### src/rtl/mc_ctrl_fsm.sv
// mc_ctrl_fsm: multi-cycle FETCH/DECODE/EXEC/MEM/WB sequencer for the Light RV32I core.
// Define LIGHT_MC_ILLEGAL_TRAP_EN to trap on illegal opcodes; otherwise they retire as NOPs.
module mc_ctrl_fsm #(
    parameter int INST_WIDTH = 32
) (
    input  logic                  i_Clk,
    input  logic                  i_Rst,
    input  logic [INST_WIDTH-1:0] i_Instr,
    input  logic                  i_MemReady,
    input  logic                  i_BranchTaken,
    output logic [2:0]            o_ExtOp,
    output logic                  o_MemReq,
    output logic                  o_MemWrite,
    output logic                  o_AddrSel,
    output logic                  o_IrWrite,
    output logic                  o_PcWrite,
    output logic [1:0]            o_PcSrc,
    output logic [1:0]            o_AluSrcA,
    output logic [1:0]            o_AluSrcB,
    output logic                  o_RegWrite,
    output logic [1:0]            o_WbSel,
    output logic                  o_Retire,
    output logic                  o_Illegal,
    output logic [2:0]            o_State
);
    typedef enum logic [2:0] {
        FETCH  = 3'd0,
        DECODE = 3'd1,
        EXEC   = 3'd2,
        MEM    = 3'd3,
        WB     = 3'd4,
        TRAP   = 3'd5
    } state_t;

    state_t state, nextState;
    logic [6:0] opcode;
    logic isLui, isAuipc, isJal, isJalr, isBranch, isLoad, isStore, isOpImm, isOp, isNop, isIllegal;
    logic unusedInstr;

    assign opcode      = i_Instr[6:0];
    assign unusedInstr = ^i_Instr[INST_WIDTH-1:7];
    assign isLui       = opcode == 7'b0110111;
    assign isAuipc     = opcode == 7'b0010111;
    assign isJal       = opcode == 7'b1101111;
    assign isJalr      = opcode == 7'b1100111;
    assign isBranch    = opcode == 7'b1100011;
    assign isLoad      = opcode == 7'b0000011;
    assign isStore     = opcode == 7'b0100011;
    assign isOpImm     = opcode == 7'b0010011;
    assign isOp        = opcode == 7'b0110011;
    assign isNop       = opcode == 7'b0001111 || opcode == 7'b1110011;
    assign isIllegal   = !(isLui || isAuipc || isJal || isJalr || isBranch || isLoad
                           || isStore || isOpImm || isOp || isNop);
    assign o_State     = state;

    always_comb
        o_ExtOp = (isLui || isAuipc) ? 3'b100 :
                  isJal              ? 3'b101 :
                  isBranch           ? 3'b011 :
                  isStore            ? 3'b010 : 3'b000;

    always_ff @(posedge i_Clk or posedge i_Rst)
        if (i_Rst) state <= FETCH;
        else       state <= nextState;

    always_comb begin
        nextState  = FETCH;
        o_MemReq   = 1'b0;
        o_MemWrite = 1'b0;
        o_AddrSel  = 1'b0;
        o_IrWrite  = 1'b0;
        o_PcWrite  = 1'b0;
        o_PcSrc    = 2'b00;
        o_AluSrcA  = 2'b00;
        o_AluSrcB  = 2'b00;
        o_RegWrite = 1'b0;
        o_WbSel    = 2'b00;
        o_Retire   = 1'b0;
        o_Illegal  = 1'b0;
        case (state)
            FETCH: begin
                o_MemReq  = 1'b1;
                o_IrWrite = i_MemReady;
                o_PcWrite = i_MemReady;
                nextState = i_MemReady ? DECODE : FETCH;
            end
`ifdef LIGHT_MC_ILLEGAL_TRAP_EN
            DECODE: begin
                o_Retire  = isNop;
                nextState = isNop ? FETCH : isIllegal ? TRAP : EXEC;
            end
            TRAP: begin
                o_Illegal = 1'b1;
                nextState = TRAP;
            end
`else
            DECODE: begin
                o_Retire  = isNop || isIllegal;
                nextState = (isNop || isIllegal) ? FETCH : EXEC;
            end
`endif
            EXEC: begin
                o_AluSrcA = (isAuipc || isJal || isBranch) ? 2'b01 : isLui ? 2'b10 : 2'b00;
                o_AluSrcB = isOp ? 2'b00 : 2'b01;
                o_PcWrite = isJal || isJalr || (isBranch && i_BranchTaken);
                o_PcSrc   = (isJal || isJalr || isBranch) ? 2'b01 : 2'b00;
                o_Retire  = isBranch;
                nextState = isBranch ? FETCH : (isLoad || isStore) ? MEM : WB;
            end
            MEM: begin
                o_MemReq   = 1'b1;
                o_AddrSel  = 1'b1;
                o_MemWrite = isStore;
                o_Retire   = isStore && i_MemReady;
                nextState  = !i_MemReady ? MEM : isStore ? FETCH : WB;
            end
            WB: begin
                o_RegWrite = 1'b1;
                o_Retire   = 1'b1;
                o_WbSel    = isLoad ? 2'b01 : (isJal || isJalr) ? 2'b10 : 2'b00;
            end
            default: nextState = FETCH;
        endcase
        // Reset kills the in-flight instruction immediately, without waiting for an edge.
        if (i_Rst) begin
            o_MemReq   = 1'b0;
            o_MemWrite = 1'b0;
            o_AddrSel  = 1'b0;
            o_IrWrite  = 1'b0;
            o_PcWrite  = 1'b0;
            o_PcSrc    = 2'b00;
            o_AluSrcA  = 2'b00;
            o_AluSrcB  = 2'b00;
            o_RegWrite = 1'b0;
            o_WbSel    = 2'b00;
            o_Retire   = 1'b0;
            o_Illegal  = 1'b0;
        end
    end
endmodule

### config.mk
export PLATFORM = sky130hd
export DESIGN_NAME = mc_ctrl_fsm
export DESIGN_NICKNAME = d
export VERILOG_FILES = /design/src/rtl/mc_ctrl_fsm.sv
export SDC_FILE = /design/constraint.sdc
export NUM_CORES = 1
export LEC_CHECK = 0
export CAP_MARGIN = 5
export CORE_ASPECT_RATIO = 0.9
export CORE_MARGIN = 2
export CORE_UTILIZATION = 31
export CTS_BUF_LIST = sky130_fd_sc_hd__clkbuf_2 sky130_fd_sc_hd__clkbuf_4 sky130_fd_sc_hd__clkbuf_8
export CTS_CLUSTER_DIAMETER = 150
export DETAILED_ROUTE_END_ITERATION = 7
export PLACE_DENSITY = 0.95
export SLEW_MARGIN = 20
export SYNTH_ARGS = -nofsm -noshare
export SYNTH_HDL_FRONTEND = slang
export SYNTH_SLANG_ARGS = --single-unit
export TNS_END_PERCENT = 10
### constraint.sdc
create_clock -name i_Clk -period 2.7 [get_ports i_Clk]
set_input_delay 0.27 -clock i_Clk [delete_from_list [all_inputs] [get_ports i_Clk]]
set_output_delay 0.27 -clock i_Clk [all_outputs]
set_load 0.005 [all_outputs]
; After elaboration in Yosys (flattened, before gate mapping)
; Cells that the tools add are included.
[op_classes]
eq_ne = 15
n_reduce_logical = 22
n_mux = 39
[op_table]
columns = operator, n
row1 = $eq A7 B7 Y1 const B, 4
row2 = $mux W2, 13
row3 = $eq A7 B6 Y1 const B, 3
row4 = $mux W3, 6
row5 = $logic_or A1 B1 Y1, 17
row6 = $mux W1, 17
row7 = $eq A7 B5 Y1 const B, 2
row8 = $pmux W3 S4, 1
row9 = $eq A7 B2 Y1 const B, 1
row10 = $eq A7 B4 Y1 const B, 1
row11 = $eq A3 B2 Y1 const B, 2
row12 = $pmux W1 S4, 1
row13 = $eq A3 B1 Y1 const B, 1
row14 = $eq A3 B3 Y1 const B, 1
row15 = $logic_not A3 Y1, 1
row16 = $logic_and A1 B1 Y1, 2
row17 = $pmux W1 S2, 1
row18 = $reduce_or A2 Y1, 1
row19 = $logic_not A1 Y1, 1
[word_totals]
inputBits = 36
regBits = 3
output_inout_bits = 22
word_cells = 77

; Depth between registers and ports, before layout
; Gate-level depths: netlist (run 1).
[logic_depth]
word_depth = 14
depth_mapped = 5
ltp_nobuf = 4

; Worst setup path after synthesis (run 1)
; No wires, ideal clock.
[synth_timing]
path_kind = register to output
start = register state[2], in the netlist o_State[2]
end = output port o_PcSrc[0]
arrival_ps = 1308
setup_slack_ps = 1122
path_buffers = 1
required_ps = 2430
path_stages_with_launch = 5
path_cell_list = dfrtp_1 clkbuf_1 nand2b_1 or3_1 nor4_1
[synth_between]
elab_chain_cells = 3
[synth_rtl]
columns = item, line_no
row1 = from (decl), 35  ; state_t state, nextState;
row2 = from (signal assigned), 64  ; else state <= nextState;
row3 = $eq A3 B2 Y1, 80  ; case (state)
row4 = $mux W1, 80
row5 = $mux W2, 125  ; if (i_Rst) begin
row6 = to (decl), 17  ; output logic [1:0] o_PcSrc,
; No other way between the ends.

; Worst setup path after layout (run 1)
[layout_timing]
start = input port i_Instr[3]
end = output port o_Retire
[layout_between]
elab_chain_cells = 14
elab_cells_between_ends = 26
cone_classes = eq/ne (11) / mux (2) / reduce/logical (13)
[layout_rtl]
columns = item, line_no
row1 = from (decl), 8  ; input logic [INST_WIDTH-1:0] i_Instr,
row2 = $eq A7 B6 Y1 or $eq A7 B5 Y1 (tied branches), "42, 43"
row3 = $logic_or A1 B1 Y1 (5 in series), 52  ; assign isIllegal = !(isLui || isAuipc || isJal || isJalr || isBranch || isLoad
row4 = $logic_or A1 B1 Y1 (4 in series), 53  ; || isStore || isOpImm || isOp || isNop);
row5 = $logic_not A1 Y1, 52
row6 = $logic_or A1 B1 Y1, 98  ; o_Retire = isNop || isIllegal;
row7 = $pmux W1 S4 (*), 80
row8 = $mux W1 (*), 125
row9 = to (decl), 22  ; output logic o_Retire,
; Mark *: on every way between the ends. The rest lies on a longest branch, timed or not.

==> results of run 1 <==
-- cells in the final DEF (no fill, tap or decap), types with 2 or more instances in the layout --
| cell type | netlist | routed |
|---|---|---|
| a21oi_1 | 4 | 4 |
| and2b_1 | 2 | 2 |
| and2b_2 | 2 | 2 |
| and3_1 | 3 | 3 |
| buf_4 | 3 | 2 |
| clkbuf_4 | 0 | 4 |
| clkdlybuf4s50_1 | 0 | 29 |
| conb_1 | 1 | 3 |
| dfrtp_1 | 3 | 3 |
| inv_1 | 2 | 2 |
| nand2_1 | 4 | 4 |
| nand2b_1 | 3 | 3 |
| nand3_1 | 2 | 2 |
| nand4_1 | 2 | 2 |
| nor2_1 | 4 | 4 |
| nor2b_1 | 3 | 3 |
| nor3_1 | 3 | 3 |
| nor3b_1 | 3 | 3 |
| nor4_1 | 4 | 4 |
-- critical path, stage by stage --
cell,delay [ps]
clkdlybuf4s50_1,620
and2b_4,220
o32ai_2,90
a311o_1,370
a311oi_2,240
clkdlybuf4s50_1,530
-- cell type report --
| cell class | instances | area share |
|---|---|---|
| multi-input cells | 61 | 0.494 |
| repair buffers | 31 | 0.345 |
| flip-flops and latches | 3 | 0.0849 |
| clock buffers | 4 | 0.0339 |
| well taps | 24 | 0.0339 |
| inverters | 2 | 0.00849 |
-- layer usage --
metal	global-route usage	wire (um)
met2	0.227	710
met5	0	0
met4	0.0486	16
met1	0.204	712
met3	0.0208	57
-- cells by family (layout without fill, tap and decap cells) --
kind of cell	count (synthesis)	count (layout)	share of synthesized area
other	1	3	0.00691
multiplexers	1	1	0.0207
XOR/XNOR	1	1	0.0161
flip-flops	3	3	0.138
AO/OA/AOI/OAI	14	14	0.214
buffers and inverters	9	37	0.0829
AND/OR/NAND/NOR	42	42	0.521
-- synthesized netlist by cell type --
cell type | instances | area share
a21oi_1 | 4 | 0.037
clkbuf_1 | 4 | 0.028
nand2_1 | 4 | 0.028
nor2_1 | 4 | 0.028
nor4_1 | 4 | 0.046
and3_1 | 3 | 0.035
buf_4 | 3 | 0.041
dfrtp_1 | 3 | 0.14
nand2b_1 | 3 | 0.035
nor2b_1 | 3 | 0.035
nor3_1 | 3 | 0.028
nor3b_1 | 3 | 0.041
and2b_1 | 2 | 0.028
and2b_2 | 2 | 0.032
inv_1 | 2 | 0.014
nand3_1 | 2 | 0.018
nand4_1 | 2 | 0.023
a2111oi_0 | 1 | 0.016
a21boi_0 | 1 | 0.014
a221oi_1 | 1 | 0.016
a311o_1 | 1 | 0.018
a311oi_2 | 1 | 0.028
a31oi_1 | 1 | 0.012
and2b_4 | 1 | 0.018
and3_2 | 1 | 0.014
and4bb_2 | 1 | 0.023
conb_1 | 1 | 0.0069
mux2_2 | 1 | 0.021
nand3b_4 | 1 | 0.037
nor2b_4 | 1 | 0.025
nor4b_1 | 1 | 0.016
o211ai_1 | 1 | 0.014
o21ai_0 | 1 | 0.0092
o221a_2 | 1 | 0.021
o32ai_2 | 1 | 0.030
or3_1 | 1 | 0.012
xor2_1 | 1 | 0.016
-- final timing paths --
kind	from	to	cells past startpoint
setup / recovery	i_Instr[3]	o_Retire	6
min in group i_Clk	o_State[1]$_DFF_PP0_	o_State[2]$_DFF_PP0_	2
hold / removal	i_Rst	o_State[2]$_DFF_PP0_	2
hold reg to reg	o_State[1]$_DFF_PP0_	o_State[2]$_DFF_PP0_	2
max in group asynchronous	i_Rst	o_State[0]$_DFF_PP0_	2
setup reg to reg	o_State[0]$_DFF_PP0_	o_State[2]$_DFF_PP0_	3
-- stage by stage --
stage | util | std cells | worst slack (ps) | total power, mW | area, um2
after detailed placement | 0.510 | 121 | 102 | 0.136 | 848
after global placement | 0.510 | 121 | 135 | 0.134 | 848
final | 0.532 | 125 | 94.8 | 0.225 | 885
after CTS | 0.528 | 125 | 97.3 | 0.227 | 878
after floorplan | - | 73 | 1120 | 0.0954 | 551
after global routing | 0.532 | 125 | 27.2 | 0.240 | 885
-- power breakdown --
part	leakage (nW)	internal, mW	switching [mW]
Combinational	0.286	0.0480	0.0339
Sequential	0.0399	0.0473	0.00883
Clock	0.0184	0.0653	0.0214
Total	0.344	0.161	0.0641
-- timing repair --
| item | 4_1_cts | 5_1_grt |
|---|---|---|
| setup buffers | 0 | 0 |
| resized for setup | 0 | 2 |
| setup endpoints to repair | 0 | 1 |
==> metrics, run 1 <==
number of flip-flops in the largest register 3; drc violations 0; syn_area_per_cell 7.65 um2; final period utilization 0.965; endpoints failing hold 0; Hold WC Path Type input port to async pin; outcome finished, final reports clean; post-detailed-route count of antenna-violating nets 0; # nets final 138; CTS tree done; Max IR drop VDD between 0.2 and 0.3 mV; ant diodes 0; final setup fails 0; Crit Path Max Fanout 8; largest net degree at the start of global routing 17; clk buf depth 2; Skew-Pair Late Insertion Delay 230 ps; FILL cells 153; port bufs 29; Tmin final 2610 ps; Critical Path End Type output port; CTS Hold Bufs 0; post-synthesis cell count 71; Root Driver clkbuf_4; CTS Buf Count 3; grt total ovfl 0; unique cell type count in the Yosys netlist 37; Final Slew Violations 0; DIE HEIGHT 43.7 um; area of the multi-input gates 437 um2; Setup TNS 0 ps; global-route wire length before repair 2.30 mm; Clock Skew 4.00 ps; num rows 14; Max Fclk 384 MHz; Vias 643; router iterations before antenna repair 4; worst slew margin relative to its limit 0.614; Initial Util 0.326; register bit count reported by yosys 3; Die X 48.1 um; All-Layer GR Usage 0.146; kind of critical path input port to output port; area delta synth->final 62.9%; sequential share of the synthesized area 0.138; Arr. time, crit path 2340 ps; vias in the first global route 557; Die Footprint 2100 um2; pwr dens 254 nW/um2; # clock sinks 3; initial antenna violation count 0; Worst EP required 2430 ps; Post-DP HPWL approximately 1.2 mm; Reg clk slew, reported paths 40 ps; Avg Vias per Cell 5.14; layout cell share with drive strength beyond 1 0.178; Iter 0 DRT Violations 10; sequential cell area roughly 75 um2; Max-Cap Viols 0; Lkg Pwr 0.344 nW; Reg2Reg Setup Slack 1420 ps; Synth warnings 0; slew of the pin with the lowest slew margin roughly 570 ps; core footprint approximately 1700 um2; H-tree depth 1; Routed WL 1.50 mm; WL per Instance roughly 12 um; mapped cell area 543 um2; startpoint types input port; Final GP Congestion 0.767; I/O pin count 58; worst hold margin 419 ps; RSZ-0062 raised after global routing false
Power figures use the tool's default switching activity.
==> run 2, diff against run 1 <==
- CORE_AREA: unset -> 2 2 39 41
- CORE_ASPECT_RATIO: 0.9 -> unset
- CORE_MARGIN: 2 -> unset
- CORE_UTILIZATION: 31 -> unset
- DIE_AREA: unset -> 0 0 41 43
- DONT_BUFFER_PORTS: unset -> 1
- PLACE_DENSITY: 0.95 -> 0.64
- SKIP_CTS_REPAIR_TIMING: unset -> 1
- clock period: 2.7 -> 3.25 ns (I/O delays scaled with it)
==> metrics, run 2 (synthesized netlist as in run 1, its figures left out) <==
post-detailed-route count of antenna-violating nets 0; Crit path max-delay family simple AND/OR/NAND/NOR gates; Crit. path cell count 2; kind of critical path flop to output port; RR Startpoint o_State[0]$_DFF_PP0_; worst path cell trace nor4b_1 -> and3_1; Reg2Reg Setup Slack 1930 ps; WL per Instance 15.9 um; Skew-Pair Late Insertion Delay 230 ps; hold_sp i_MemReady; vias in the first global route a little over 500; Vias 538; post-layout instance area 573 um2; Max Fclk 498 MHz; grt total ovfl 0; worst r2r path cells 3; Slowest Stage Delay on Critical Path 640 ps; Critical R2R Capture o_State[2]$_DFF_PP0_; worst hold path stage count 2; Root Driver clkbuf_4; Lkg Pwr 0.233 nW; Die X 41 um; Final GP Congestion 0.745; area delta synth->final 5.53%; ant diodes 0; Power Internal 0.112 mW; Worst EP required 2920 ps; RSZ-0062 raised after global routing false; # clock sinks 3; worst slew margin relative to its limit 0.585; port bufs 0; Cells after DPL 82; Die Footprint 1760 um2; final period utilization 0.618; endpoints failing hold 0; Avg Vias per Cell 6.18; Seq pwr share 0.307; num rows 14; Psw between 0.04 and 0.05 mW; fin cells 87; router iterations before antenna repair 4; logic gate share of total power 0.221; Iter 0 DRT Violations 10; CTS Buf Count 3; Max IR drop VDD around 0.13 mV; Clock Skew 0.0533 ps; startpoint types flop; All-Layer GR Usage 0.161; Arr. time, crit path between 1500 and 2000 ps; DIE HEIGHT 43 um; Worst Hold Endpoint o_State[2]$_DFF_PP0_; Switching Fraction 0.264; Critical path buffers and inverters 0; layout cell share with drive strength beyond 1 0.211; I/O pin count 58; pwr dens 265 nW/um2; Max-Cap Viols 0; H-tree depth 1; CTS tree done; Final Slew Violations 0; Area after DPL around 530 um2; Reg clk slew, reported paths 30 ps; global-route wire length before repair 2.05 mm; # nets final approximately 110; initial antenna violation count 0; slowest stage cell on the critical path nor4b_1; Post-DP HPWL 1.02 mm; Initial Util 0.392; clk buf depth 2; Critical Path End Type output port; final setup fails 0; clock share of power 0.471; Final Power 0.152 mW; slew of the pin with the lowest slew margin 614 ps; core footprint about 1400 um2; Tmin final approximately 2000 ps; Routed WL 1.38 mm; commonest non-fill, non-tap cells in the layout 4 x nand2_1, 4 x nor4_1, 4 x nor2_1, 4 x a21oi_1, 4 x clkbuf_4; Crit Path Max Fanout 16; number of flip-flops in the largest register 3; Setup TNS 0 ps; final design utilization 0.414; outcome finished, final reports clean; Hold WC Path Type input port to flop; largest net degree at the start of global routing 17; drc violations 0
run 2: changes by cell type in the layout (fill, tap and decap cells not counted), sizes merged:
cell	before	now
dlygate4sd3	0	1
buf	2	0
clkdlybuf4s50	29	0
run 2: area by class of cell:
| class | count | area (um2) |
|---|---|---|
| clock buffers | 4 | 30.0 |
| fillers | 152 | 811 |
| inverters | 2 | 7.51 |
| well taps | 16 | 20.0 |
| multi-input cells | 61 | 430 |
| flip-flops and latches | 3 | 75.1 |
| repair buffers | 1 | 10.0 |
run 2: how the worst max path moves through the flow:
| stage | from | end | slack (ps) |
|---|---|---|---|
| 2_1_floorplan | o_State[2]$_DFF_PP0_ | o_PcSrc[0] | 1620 |
| 3_3_place_gp | o_State[0]$_DFF_PP0_ | o_WbSel[0] | 1480 |
| 3_5_place_dp | o_State[0]$_DFF_PP0_ | o_WbSel[1] | 1480 |
| 4_1_cts | o_State[0]$_DFF_PP0_ | o_WbSel[1] | 1230 |
| 5_1_grt | o_State[0]$_DFF_PP0_ | o_WbSel[1] | 1130 |
| 6_report | o_State[0]$_DFF_PP0_ | o_WbSel[0] | 1240 |
run 2: routing by layer:
layer	wire, um	global-route usage	share of wire	vias up
li1	-	-	-	266
met1	553	0.199	0.40	254
met2	741	0.275	0.54	18
met3	83	0.0209	0.060	0
met4	0	0.0400	0	0
met5	0	0	0	-
run 2: worst reg2reg max path, stage by stage (launching register included):
cell,delay (ps)
dfrtp_1,630
nor2_1,100
a21boi_0,150
a221oi_1,330
run 2: power groups by stage:
stage	clock network, mW	registers [mW]	logic [mW]
5_1_grt	0.0771	0.0472	0.0379
3_3_place_gp	0	0.0471	0.0318
3_5_place_dp	0	0.0469	0.0323
4_1_cts	0.0731	0.0465	0.0327
6_report	0.0716	0.0467	0.0336
2_1_floorplan	0	0.0421	0.0372
run 2: metrics by stage:
step / hold WS [ps] / worst slack, ps
finish: 270 / 1240
detailed placement: 97.7 / 1480
global route: 284 / 1130
CTS: -144 / 1230
floorplan: 84.0 / 1620
global placement: 95.7 / 1480
==> run 3, diff against run 2 <==
- PLACE_DENSITY: 0.64 -> 0.66
- clock period: 3.25 -> 1.7 ns (I/O delays scaled with it)
==> metrics, run 3 (synthesized netlist as in run 1, its figures left out) <==
ant diodes 0; endpoints failing hold 0; Final Worst Setup Slack 73.5 ps; Crit Path Max Fanout 5; Worst EP required 1530 ps; All-Layer GR Usage 0.159; Max-Cap Viols 0; Clock Skew 1.70 ps; Iter 0 DRT Violations 12; Critical Path End Type output port; CTS Buf Count 3; Die Footprint roughly 1800 um2; CTS tree done; Final Slew Violations 0; Reg clk slew, reported paths approximately 30 ps; RSZ-0062 raised after global routing false; drc violations 0; Avg Vias per Cell 6.04; Final Power around 0.30 mW; Hold WC Path Type input port to flop; DIE HEIGHT 43 um; Routed WL 1.42 mm; fin cells 92; final setup fails 0; Lkg Pwr between 0.2 and 0.3 nW; commonest non-fill, non-tap cells in the layout 5 x buf_4, 4 x nand2_1, 4 x nor2_1, 4 x a21oi_1, 4 x clkbuf_4; num rows 14; Vias roughly 560; kind of critical path flop to output port; grt total ovfl 0; Root Driver clkbuf_4; global-route wire length before repair 1.94 mm; Max Fclk 615 MHz; startpoint types flop; # clock sinks 3; Die X roughly 41 um; slew of the pin with the lowest slew margin 536 ps; slowest stage cell on the critical path dfrtp_1; number of flip-flops in the largest register 3; RR Startpoint o_State[0]$_DFF_PP0_; Cells after DPL 87; Place WS 213 ps; final design utilization 0.452; clk buf depth 2; Met2 Routed Length 703 um; FILL cells 140; worst path cell trace nand2b_1 -> or3_1 -> a31oi_1; Skew-Pair Late Insertion Delay 230 ps; Met1 Wirelength between 600 and 700 um; WL per Instance around 15 um; pwr dens 485 nW/um2; post-detailed-route count of antenna-violating nets 0; Critical Path Source o_State[2]$_DFF_PP0_; area delta synth->final 15.2%; Arr. time, crit path 1460 ps; I/O pin count 58; outcome finished, final reports clean; Slowest Stage Delay on Critical Path about 400 ps; hold_sp i_MemReady; DR top layer met3; core footprint 1380 um2; port bufs 0; Met3 Wirelength 93 um; Post-DP HPWL between 1 and 1.5 mm; Initial Util 0.392; H-tree depth 1; largest net degree at the start of global routing 13; initial antenna violation count 0; # nets final around 110; commonest non-fill, non-tap cell in the layout buf_4; Tmin final 1630 ps; layout cell share with drive strength beyond 1 0.316; worst slew margin relative to its limit 0.634; router iterations before antenna repair 4; Max IR drop VDD 0.198 mV; Final GP Congestion between 0.7 and 0.8; vias in the first global route 466; final period utilization 0.957
-- run 3: cell types whose count changed in the layout (fill, tap and decap cells not counted), sizes merged --
cell,change
buf,+5
-- run 3: through the flow --
stage	hold WS, ps	TNS [ps]	cell area [um2]
floorplan	-71.0	0	551
global placement	-60.4	0	571
detailed placement	-58.5	0	571
CTS	-306	-39.4	601
global route	79.9	0	626
finish	89.9	0	626
-- run 3: worst max-delay path, delay by kind of cell (launching register included) --
| family | cells | cell delay (ps) |
|---|---|---|
| AND/OR/NAND/NOR | 2 | 590 |
| flip-flops | 1 | 400 |
| AO/OA/AOI/OAI | 1 | 230 |
-- run 3: metal layers --
metal | track usage | up-vias
met5 | 0 | -
met4 | 0.0400 | 0
met3 | 0.0471 | 0
met2 | 0.250 | 17
met1 | 0.203 | 265
li1 | - | 274
-- run 3: path summary, 6_finish.rpt --
path / slack, ps / cells past startpoint / endpoint
worst max-delay path: 70 / 3 / o_AluSrcB[0]
worst min-delay path: 90 / 2 / o_State[2]$_DFF_PP0_
worst max register to register: 590 / 3 / o_State[0]$_DFF_PP0_
worst min register to register: 570 / 1 / o_State[2]$_DFF_PP0_
max in group asynchronous: 1290 / 2 / o_State[1]$_DFF_PP0_
min in group asynchronous: 260 / 2 / o_State[0]$_DFF_PP0_
-- run 3: area by class of cell --
type / count / area [um2] / area share
tap: 16 / 20.0 / 0.0320
clock buffer: 4 / 30.0 / 0.0480
sequential: 3 / 77.6 / 0.124
multi-input combinational: 61 / 443 / 0.708
timing repair buffer: 6 / 47.5 / 0.0760
inverter: 2 / 7.51 / 0.0120
-- run 3: report_power, final --
part	switching, mW	leakage, nW	internal [mW]
clock network	0.0371	0.0184	0.104
registers	0.00736	0.0371	0.0760
logic	0.0383	0.202	0.0406
